`src/rtl/rv32i.sv`:
```
// rv32i: single-cycle RV32I subset core with built-in instruction ROM and data RAM
module rv32i_ctrl (
   input  logic [6:0] op_i,
   input  logic [2:0] f3_i,
   input  logic       f7b5_i,
   input  logic       zero_i,
   output logic       reg_write_o,
   output logic       mem_write_o,
   output logic       alu_src_o,
   output logic       pc_src_o,
   output logic [1:0] imm_src_o,
   output logic [1:0] result_src_o,
   output logic [2:0] alu_ctl_o
);
   logic r_type, i_type, alu_op, lw, sw, beq, jal;
   assign r_type = op_i == 7'b0110011;
   assign i_type = op_i == 7'b0010011;
   assign alu_op = (r_type | i_type) & (f3_i inside {3'b000, 3'b010, 3'b110, 3'b111});
   assign lw     = op_i == 7'b0000011 && f3_i == 3'b010;
   assign sw     = op_i == 7'b0100011 && f3_i == 3'b010;
   assign beq    = op_i == 7'b1100011 && f3_i == 3'b000;
   assign jal    = op_i == 7'b1101111;
   assign reg_write_o  = alu_op | lw | jal;
   assign mem_write_o  = sw;
   assign alu_src_o    = i_type | lw | sw;
   assign pc_src_o     = jal | (beq & zero_i);
   assign imm_src_o    = sw ? 2'd1 : beq ? 2'd2 : jal ? 2'd3 : 2'd0;
   assign result_src_o = lw ? 2'd1 : jal ? 2'd2 : 2'd0;
   // alu_ctl: 0 add, 1 sub, 2 and, 3 or, 5 slt
   assign alu_ctl_o = beq ? 3'd1 : !alu_op ? 3'd0 :
                      f3_i == 3'b111 ? 3'd2 : f3_i == 3'b110 ? 3'd3 :
                      f3_i == 3'b010 ? 3'd5 : (r_type & f7b5_i) ? 3'd1 : 3'd0;
endmodule

module rv32i_dp (
   input  logic        clk,
   input  logic        reset,
   input  logic        regWrite,
   input  logic        aluSrc,
   input  logic        memWrite,
   input  logic        pc_src_i,
   input  logic [1:0]  imm_src_i,
   input  logic [1:0]  result_src_i,
   input  logic [2:0]  alu_ctl_i,
   output logic [6:0]  op_o,
   output logic [2:0]  f3_o,
   output logic        f7b5_o,
   output logic        zero_o,
   output logic [31:0] pc_o,
   output logic [31:0] alu_o,
   output logic [31:0] wdata_o,
   output logic [31:0] regs_o [32]
);
   logic [31:0] instr, pc_q, pc_d, pc4, imm, rd1, rd2, src_b, alu, rdata, result;
   logic [31:0] rf_q [32];
   logic [31:0] ram_q [64];
   function automatic logic [31:0] rom(input logic [5:0] a);
      case (a)
         6'd0:    rom = 32'h00300413;
         6'd1:    rom = 32'h00100493;
         6'd2:    rom = 32'h01000913;
         6'd3:    rom = 32'h009462B3;
         6'd4:    rom = 32'h00947333;
         6'd5:    rom = 32'h009403B3;
         6'd6:    rom = 32'h40940E33;
         6'd7:    rom = 32'h40848EB3;
         6'd8:    rom = 32'h0000006F;
         default: rom = 32'h0;
      endcase
   endfunction
   assign instr  = rom(pc_q[7:2]);
   assign op_o   = instr[6:0];
   assign f3_o   = instr[14:12];
   assign f7b5_o = instr[30];
   assign imm = imm_src_i == 2'd0 ? {{20{instr[31]}}, instr[31:20]} :
                imm_src_i == 2'd1 ? {{20{instr[31]}}, instr[31:25], instr[11:7]} :
                imm_src_i == 2'd2 ? {{20{instr[31]}}, instr[7], instr[30:25], instr[11:8], 1'b0} :
                                    {{12{instr[31]}}, instr[19:12], instr[20], instr[30:21], 1'b0};
   assign rd1   = rf_q[instr[19:15]];
   assign rd2   = rf_q[instr[24:20]];
   assign src_b = aluSrc ? imm : rd2;
   assign alu = alu_ctl_i == 3'd1 ? rd1 - src_b :
                alu_ctl_i == 3'd2 ? rd1 & src_b :
                alu_ctl_i == 3'd3 ? rd1 | src_b :
                alu_ctl_i == 3'd5 ? {31'b0, $signed(rd1) < $signed(src_b)} : rd1 + src_b;
   assign zero_o = alu == 32'b0;
   assign rdata  = ram_q[alu[7:2]];
   assign pc4    = pc_q + 32'd4;
   assign result = result_src_i == 2'd1 ? rdata : result_src_i == 2'd2 ? pc4 : alu;
   assign pc_d   = reset ? 32'b0 : pc_src_i ? pc_q + imm : pc4;
   always_ff @(posedge clk) begin
      pc_q <= pc_d;
      if (reset) rf_q <= '{default: '0};
      else if (regWrite && instr[11:7] != 5'd0) rf_q[instr[11:7]] <= result;
   end
   // data RAM keeps its contents across reset
   always_ff @(posedge clk) begin
      if (memWrite && !reset) ram_q[alu[7:2]] <= rd2;
   end
   assign pc_o    = pc_q;
   assign alu_o   = alu;
   assign wdata_o = rd2;
   assign regs_o  = rf_q;
endmodule

module rv32i (
   input  logic        clk,
   input  logic        reset,
   output logic [31:0] pc,
   output logic [31:0] aluResult,
   output logic [31:0] writeData,
   output logic        memWrite,
   output logic [31:0] reg0,  output logic [31:0] reg1,  output logic [31:0] reg2,  output logic [31:0] reg3,
   output logic [31:0] reg4,  output logic [31:0] reg5,  output logic [31:0] reg6,  output logic [31:0] reg7,
   output logic [31:0] reg8,  output logic [31:0] reg9,  output logic [31:0] reg10, output logic [31:0] reg11,
   output logic [31:0] reg12, output logic [31:0] reg13, output logic [31:0] reg14, output logic [31:0] reg15,
   output logic [31:0] reg16, output logic [31:0] reg17, output logic [31:0] reg18, output logic [31:0] reg19,
   output logic [31:0] reg20, output logic [31:0] reg21, output logic [31:0] reg22, output logic [31:0] reg23,
   output logic [31:0] reg24, output logic [31:0] reg25, output logic [31:0] reg26, output logic [31:0] reg27,
   output logic [31:0] reg28, output logic [31:0] reg29, output logic [31:0] reg30, output logic [31:0] reg31
);
   logic [6:0]  op;
   logic [2:0]  f3, alu_ctl;
   logic [1:0]  imm_src, result_src;
   logic        f7b5, zero, regWrite, aluSrc, pc_src;
   logic [31:0] regs [32];
   rv32i_ctrl ctl (
      .op_i(op), .f3_i(f3), .f7b5_i(f7b5), .zero_i(zero),
      .reg_write_o(regWrite), .mem_write_o(memWrite), .alu_src_o(aluSrc), .pc_src_o(pc_src),
      .imm_src_o(imm_src), .result_src_o(result_src), .alu_ctl_o(alu_ctl)
   );
   rv32i_dp dp (
      .clk(clk), .reset(reset), .regWrite(regWrite), .aluSrc(aluSrc), .memWrite(memWrite),
      .pc_src_i(pc_src), .imm_src_i(imm_src), .result_src_i(result_src), .alu_ctl_i(alu_ctl),
      .op_o(op), .f3_o(f3), .f7b5_o(f7b5), .zero_o(zero),
      .pc_o(pc), .alu_o(aluResult), .wdata_o(writeData), .regs_o(regs)
   );
   assign reg0  = regs[0];  assign reg1  = regs[1];  assign reg2  = regs[2];  assign reg3  = regs[3];
   assign reg4  = regs[4];  assign reg5  = regs[5];  assign reg6  = regs[6];  assign reg7  = regs[7];
   assign reg8  = regs[8];  assign reg9  = regs[9];  assign reg10 = regs[10]; assign reg11 = regs[11];
   assign reg12 = regs[12]; assign reg13 = regs[13]; assign reg14 = regs[14]; assign reg15 = regs[15];
   assign reg16 = regs[16]; assign reg17 = regs[17]; assign reg18 = regs[18]; assign reg19 = regs[19];
   assign reg20 = regs[20]; assign reg21 = regs[21]; assign reg22 = regs[22]; assign reg23 = regs[23];
   assign reg24 = regs[24]; assign reg25 = regs[25]; assign reg26 = regs[26]; assign reg27 = regs[27];
   assign reg28 = regs[28]; assign reg29 = regs[29]; assign reg30 = regs[30]; assign reg31 = regs[31];
endmodule

```
`config.mk`:
```
export PLATFORM = sky130hd
export DESIGN_NAME = rv32i
export DESIGN_NICKNAME = d
export VERILOG_FILES = /design/src/rtl/rv32i.sv
export SDC_FILE = /design/constraint.sdc
export NUM_CORES = 2
export LEC_CHECK = 0
export CAP_MARGIN = 20
export CORE_AREA = 2 2 436 438
export DETAILED_ROUTE_END_ITERATION = 10
export DIE_AREA = 0 0 438 440
export PLACE_DENSITY = 0.52
export SLEW_MARGIN = 10
export SYNTH_ARGS = -nofsm -noshare
export SYNTH_HDL_FRONTEND = slang
export SYNTH_SLANG_ARGS = --single-unit
```
`constraint.sdc`:
```
create_clock -name clk -period 8.3 [get_ports clk]
set_input_delay 2.49 -clock clk [delete_from_list [all_inputs] [get_ports clk]]
set_output_delay 2.49 -clock clk [all_outputs]
set_load 0.02 [all_outputs]
```
==> flow_metrics.env <==
export IMPL_num_fill_cells=19400
export IMPL_chipHeight_microns=440
export IMPL_fraction_of_synthesis_flops_using_an_asynchronous_set_or_reset_pin_pct=0
export IMPL_max_cap_violations=0
export IMPL_cts_inserted_buffers=134
export IMPL_core_area_sq_um=189000
export IMPL_worst_endpoint_required_ns=5.81
export IMPL_synth_cells=6519
export IMPL_cts_htree_levels=4
export IMPL_drtPass1Iterations=9
export IMPL_synthToLayoutAreaGrowth_pct=43.0
export IMPL_final_core_util_pct=39.2
export IMPL_detail_route_wirelength_met1_microns=147000
export IMPL_tritoncts="done"
export IMPL_detail_route_wl_per_cell_microns=36.2
export IMPL_worst_path_max_fanout=12
export IMPL_synth_register_bits=1072
export IMPL_antenna_found_initial=28
export IMPL_clock_skew_final_ns=0.0382
export IMPL_worst_hold_path_endpoint="dp.regs_o[13]$_SDFFE_PP0P_"
export IMPL_final_layout_size_suffix_gt1_share_pct=15.2
export IMPL_grt_pass1_vias=54400
export IMPL_dp_final_hpwl_microns=273000
export IMPL_critical_path_startpoint_type="flip-flop"
export IMPL_cts_root_buf="sky130_fd_sc_hd__clkbuf_16"
export IMPL_cts_num_sinks=1072
export IMPL_avgSynthCellArea_sq_um=7.92
export IMPL_hold_depth=2
export IMPL_worst_reg2reg_endpoint="dp.regs_o[568]$_SDFFE_PP0P_"
export IMPL_route_met3_wl_microns=36200
export IMPL_post_drt_via_cell_ratio=5.82
export IMPL_period_minus_slack_ns=8.33
export IMPL_hold_crit_start="dp.regs_o[13]$_SDFFE_PP0P_"
export IMPL_final_seq_area_sq_um=21500
export IMPL_drc_errors=0
export IMPL_worst_min_delay_path_category="flip-flop to flip-flop"
export IMPL_finalWeightedCongestion=1.05
export IMPL_met2_wirelength_microns=161000
export IMPL_vdd_ir_drop_worst_mv=0.181
export IMPL_dieArea_sq_um=193000
export IMPL_final_setup_margin_ns=-0.0308
export IMPL_highest_layer="met5"
export IMPL_transition_time_at_the_pin_with_the_least_slew_margin_ns=1.59
export IMPL_final_period_util_pct=100
export IMPL_syn_cell_area_sq_um=51600
export IMPL_synth_warnings=0
export IMPL_cp_end_kind="output port"
export IMPL_standby_leakage_power_nw=26.7
export IMPL_wl_microns=374000
export IMPL_dieWidth_microns=438
export IMPL_synth_edff_count=0
export IMPL_routed_via_count=60000
export IMPL_grt_max_degree=203
export IMPL_setup_reg_to_reg_worst_slack_ns=2.08
export IMPL_hold_violations=0
export IMPL_max_freq_mhz=120
export IMPL_layout_cells_most_common_list="sky130_fd_sc_hd__nand2_1 (1,312), sky130_fd_sc_hd__clkdlybuf4s50_1 (1,089), sky130_fd_sc_hd__dfxtp_1 (1,067)"
export IMPL_slew_limit_headroom_pct=-5.80
export IMPL_critPathKind="flip-flop to output port"
export IMPL_failed_checks="slew limit, setup timing"
export IMPL_p_per_area_nw_per_um2=218
export IMPL_cts_reportedPaths_clkPinSlew_ns=0.06
export IMPL_cts_buffer_depth=3
export IMPL_multi_input_area_sq_um=28100
export IMPL_grtUsageTotal_pct=37.0
export IMPL_grt_first_pass_wirelength_microns=493000
export IMPL_worst_endpoint_arrival_ns=5.84
export IMPL_route_antenna_remaining_nets=0
export IMPL_run_status="complete, but fails checks"
export IMPL_setup_violations=1
export IMPL_yosys_cell_types_count=102
export IMPL_rsz0062_at_grt="yes"
export IMPL_worstReg2RegStart="dp.pc_o[6]$_SDFF_PP0_"
export IMPL_whs_ns=0.453
export IMPL_final_max_slew_violation_count=86
export IMPL_fin_nets=7806
export IMPL_worst_r2r_path_depth=26
export IMPL_rows=160
export IMPL_drt_first_iter_violations=7368
export IMPL_layout_cells_most_common="sky130_fd_sc_hd__nand2_1"
export IMPL_synthFlopType="sky130_fd_sc_hd__dfxtp_1"
export IMPL_buffer_ports_inserted=1121
export IMPL_floorplan_io_pins=1123
export IMPL_floorplan_initialDensity_pct=27.4
export IMPL_grt_overflow_total=0
export IMPL_clock_insertion_delay_worst_skew_ns=0.84
export IMPL_ys_seq_area_share_pct=41.6
state kept, by name, summed over array words and instances, names as in the netlist, named ones only:
| register | count |
|---|---|
| dp.regs_o | 1024 |
| dp.pc_o | 32 |
layer usage:
metal	vias to the layer above	global-route usage, %
met3	892	10.1
met4	10	24.4
li1	25500	-
met1	29800	46.1
met5	-	0
met2	3757	56.0
Yosys cell counts, drive strengths merged (34+ instances only):
cell       n  area (sq um)
a211oi    76           588
a21oi    614          3080
a221oi    43           377
a31o      36           315
a31oi     57           369
a32o      34           340
a32oi    126          1100
buf      238          1220
clkbuf   402          1510
dfxtp   1072         21500
ha       108          1350
inv      134           503
mux2      80           901
mux2i    147          1470
nand2   1345          5060
nand3    435          2190
nand4     70           438
nor2     399          1600
nor2b     51           319
nor3      36           185
o211ai    44           335
o21ai    375          1900
o221ai    66           578
o31ai    155          1170
cell families (layout without fill, tap and decap cells):
| kind of cell | Yosys count | count (layout) | share of synthesized area [%] |
|---|---|---|---|
| AND/OR/NAND/NOR | 2438 | 2438 | 20.3 |
| AO/OA/AOI/OAI | 1828 | 1829 | 23.0 |
| flip-flops | 1072 | 1072 | 41.6 |
| buffers and inverters | 774 | 2049 | 6.27 |
| multiplexers | 240 | 240 | 5.16 |
| adder cells (fa/ha/maj) | 111 | 111 | 2.73 |
| XOR/XNOR | 55 | 55 | 0.933 |
| other | 1 | 11 | 0.00726 |
critical path: stages (launching register included):
cell                        delay [ns]
sky130_fd_sc_hd__dfxtp_4          0.39
sky130_fd_sc_hd__buf_4            0.17
sky130_fd_sc_hd__o21ai_2          0.79
sky130_fd_sc_hd__a21oi_1          0.31
sky130_fd_sc_hd__o31ai_4          0.26
sky130_fd_sc_hd__nor2_1           0.06
sky130_fd_sc_hd__a21o_1           0.20
sky130_fd_sc_hd__ha_1             0.32
sky130_fd_sc_hd__inv_1            0.13
sky130_fd_sc_hd__o2111ai_4        0.20
sky130_fd_sc_hd__a2111oi_4        0.43
sky130_fd_sc_hd__buf_4            0.20
sky130_fd_sc_hd__nor4_4           0.04
sky130_fd_sc_hd__buf_4            0.15
sky130_fd_sc_hd__buf_4            0.14
sky130_fd_sc_hd__nor4_4           0.29
sky130_fd_sc_hd__nor2_1           0.09
sky130_fd_sc_hd__xnor2_1          0.16
sky130_fd_sc_hd__a211oi_4         0.29
sky130_fd_sc_hd__buf_12           0.18
sky130_fd_sc_hd__inv_1            0.04
sky130_fd_sc_hd__buf_4            0.16
through the flow:
| stage | setup TNS, ns | power (W) | setup WS, ns | instance area, sq um | cells |
|---|---|---|---|---|---|
| 4_1_cts | -0.000684 | 0.0160 | -0.000684 | 73500 | 10300 |
| 6_report | -0.0308 | 0.0161 | -0.0308 | 73800 | 10300 |
| 5_1_grt | -0.357 | 0.0164 | -0.126 | 73800 | 10300 |
| 2_1_floorplan | 0 | 0.00711 | 0.648 | 51600 | 6520 |
| 3_5_place_dp | 0 | 0.00974 | 0.00712 | 68300 | 10000 |
| 3_3_place_gp | 0 | 0.00975 | 0.00771 | 68300 | 10000 |
how the worst max path moves through the flow:
| stage | from | end | slack [ns] | cells past startpoint |
|---|---|---|---|---|
| 2_1_floorplan | dp.pc_o[6]$_SDFF_PP0_ | aluResult[30] | 0.65 | 21 |
| 3_3_place_gp | dp.pc_o[6]$_SDFF_PP0_ | aluResult[21] | 0.008 | 22 |
| 3_5_place_dp | dp.pc_o[6]$_SDFF_PP0_ | aluResult[21] | 0.007 | 22 |
| 4_1_cts | dp.pc_o[6]$_SDFF_PP0_ | aluResult[26] | -0.0007 | 25 |
| 5_1_grt | flip-flop | aluResult[30] | -0.13 | 24 |
| 6_report | flip-flop | aluResult[30] | -0.03 | 21 |
area by class of cell:
cell class	count	share of cell area, %
clock inverter	44	0.771
sequential	1072	29.1
antenna	9	0.0305
inverter	134	0.691
multi-input combinational	4675	38.0
timing repair buffer	1676	21.8
clock buffer	195	5.36
tap	2511	4.25
where the power goes:
group | leakage [nW] | total, W | internal (W) | switching [W]
clock network | 2.21 | 0.00617 | 0.00353 | 0.00263
registers | 8.64 | 0.00534 | 0.00522 | 0.000115
logic | 15.9 | 0.00459 | 0.00137 | 0.00322
total | 26.7 | 0.0161 | 0.0101 | 0.00597
repair_timing:
action                     CTS  global route
resized for setup          119            65
gates cloned                 2             1
hold buffers                 0             0
hold endpoints to repair     0             0
setup buffers               13             5
pin swaps                   17            11
setup endpoints to repair   21            17
Note: power is estimated with default switching activity, not from simulation.
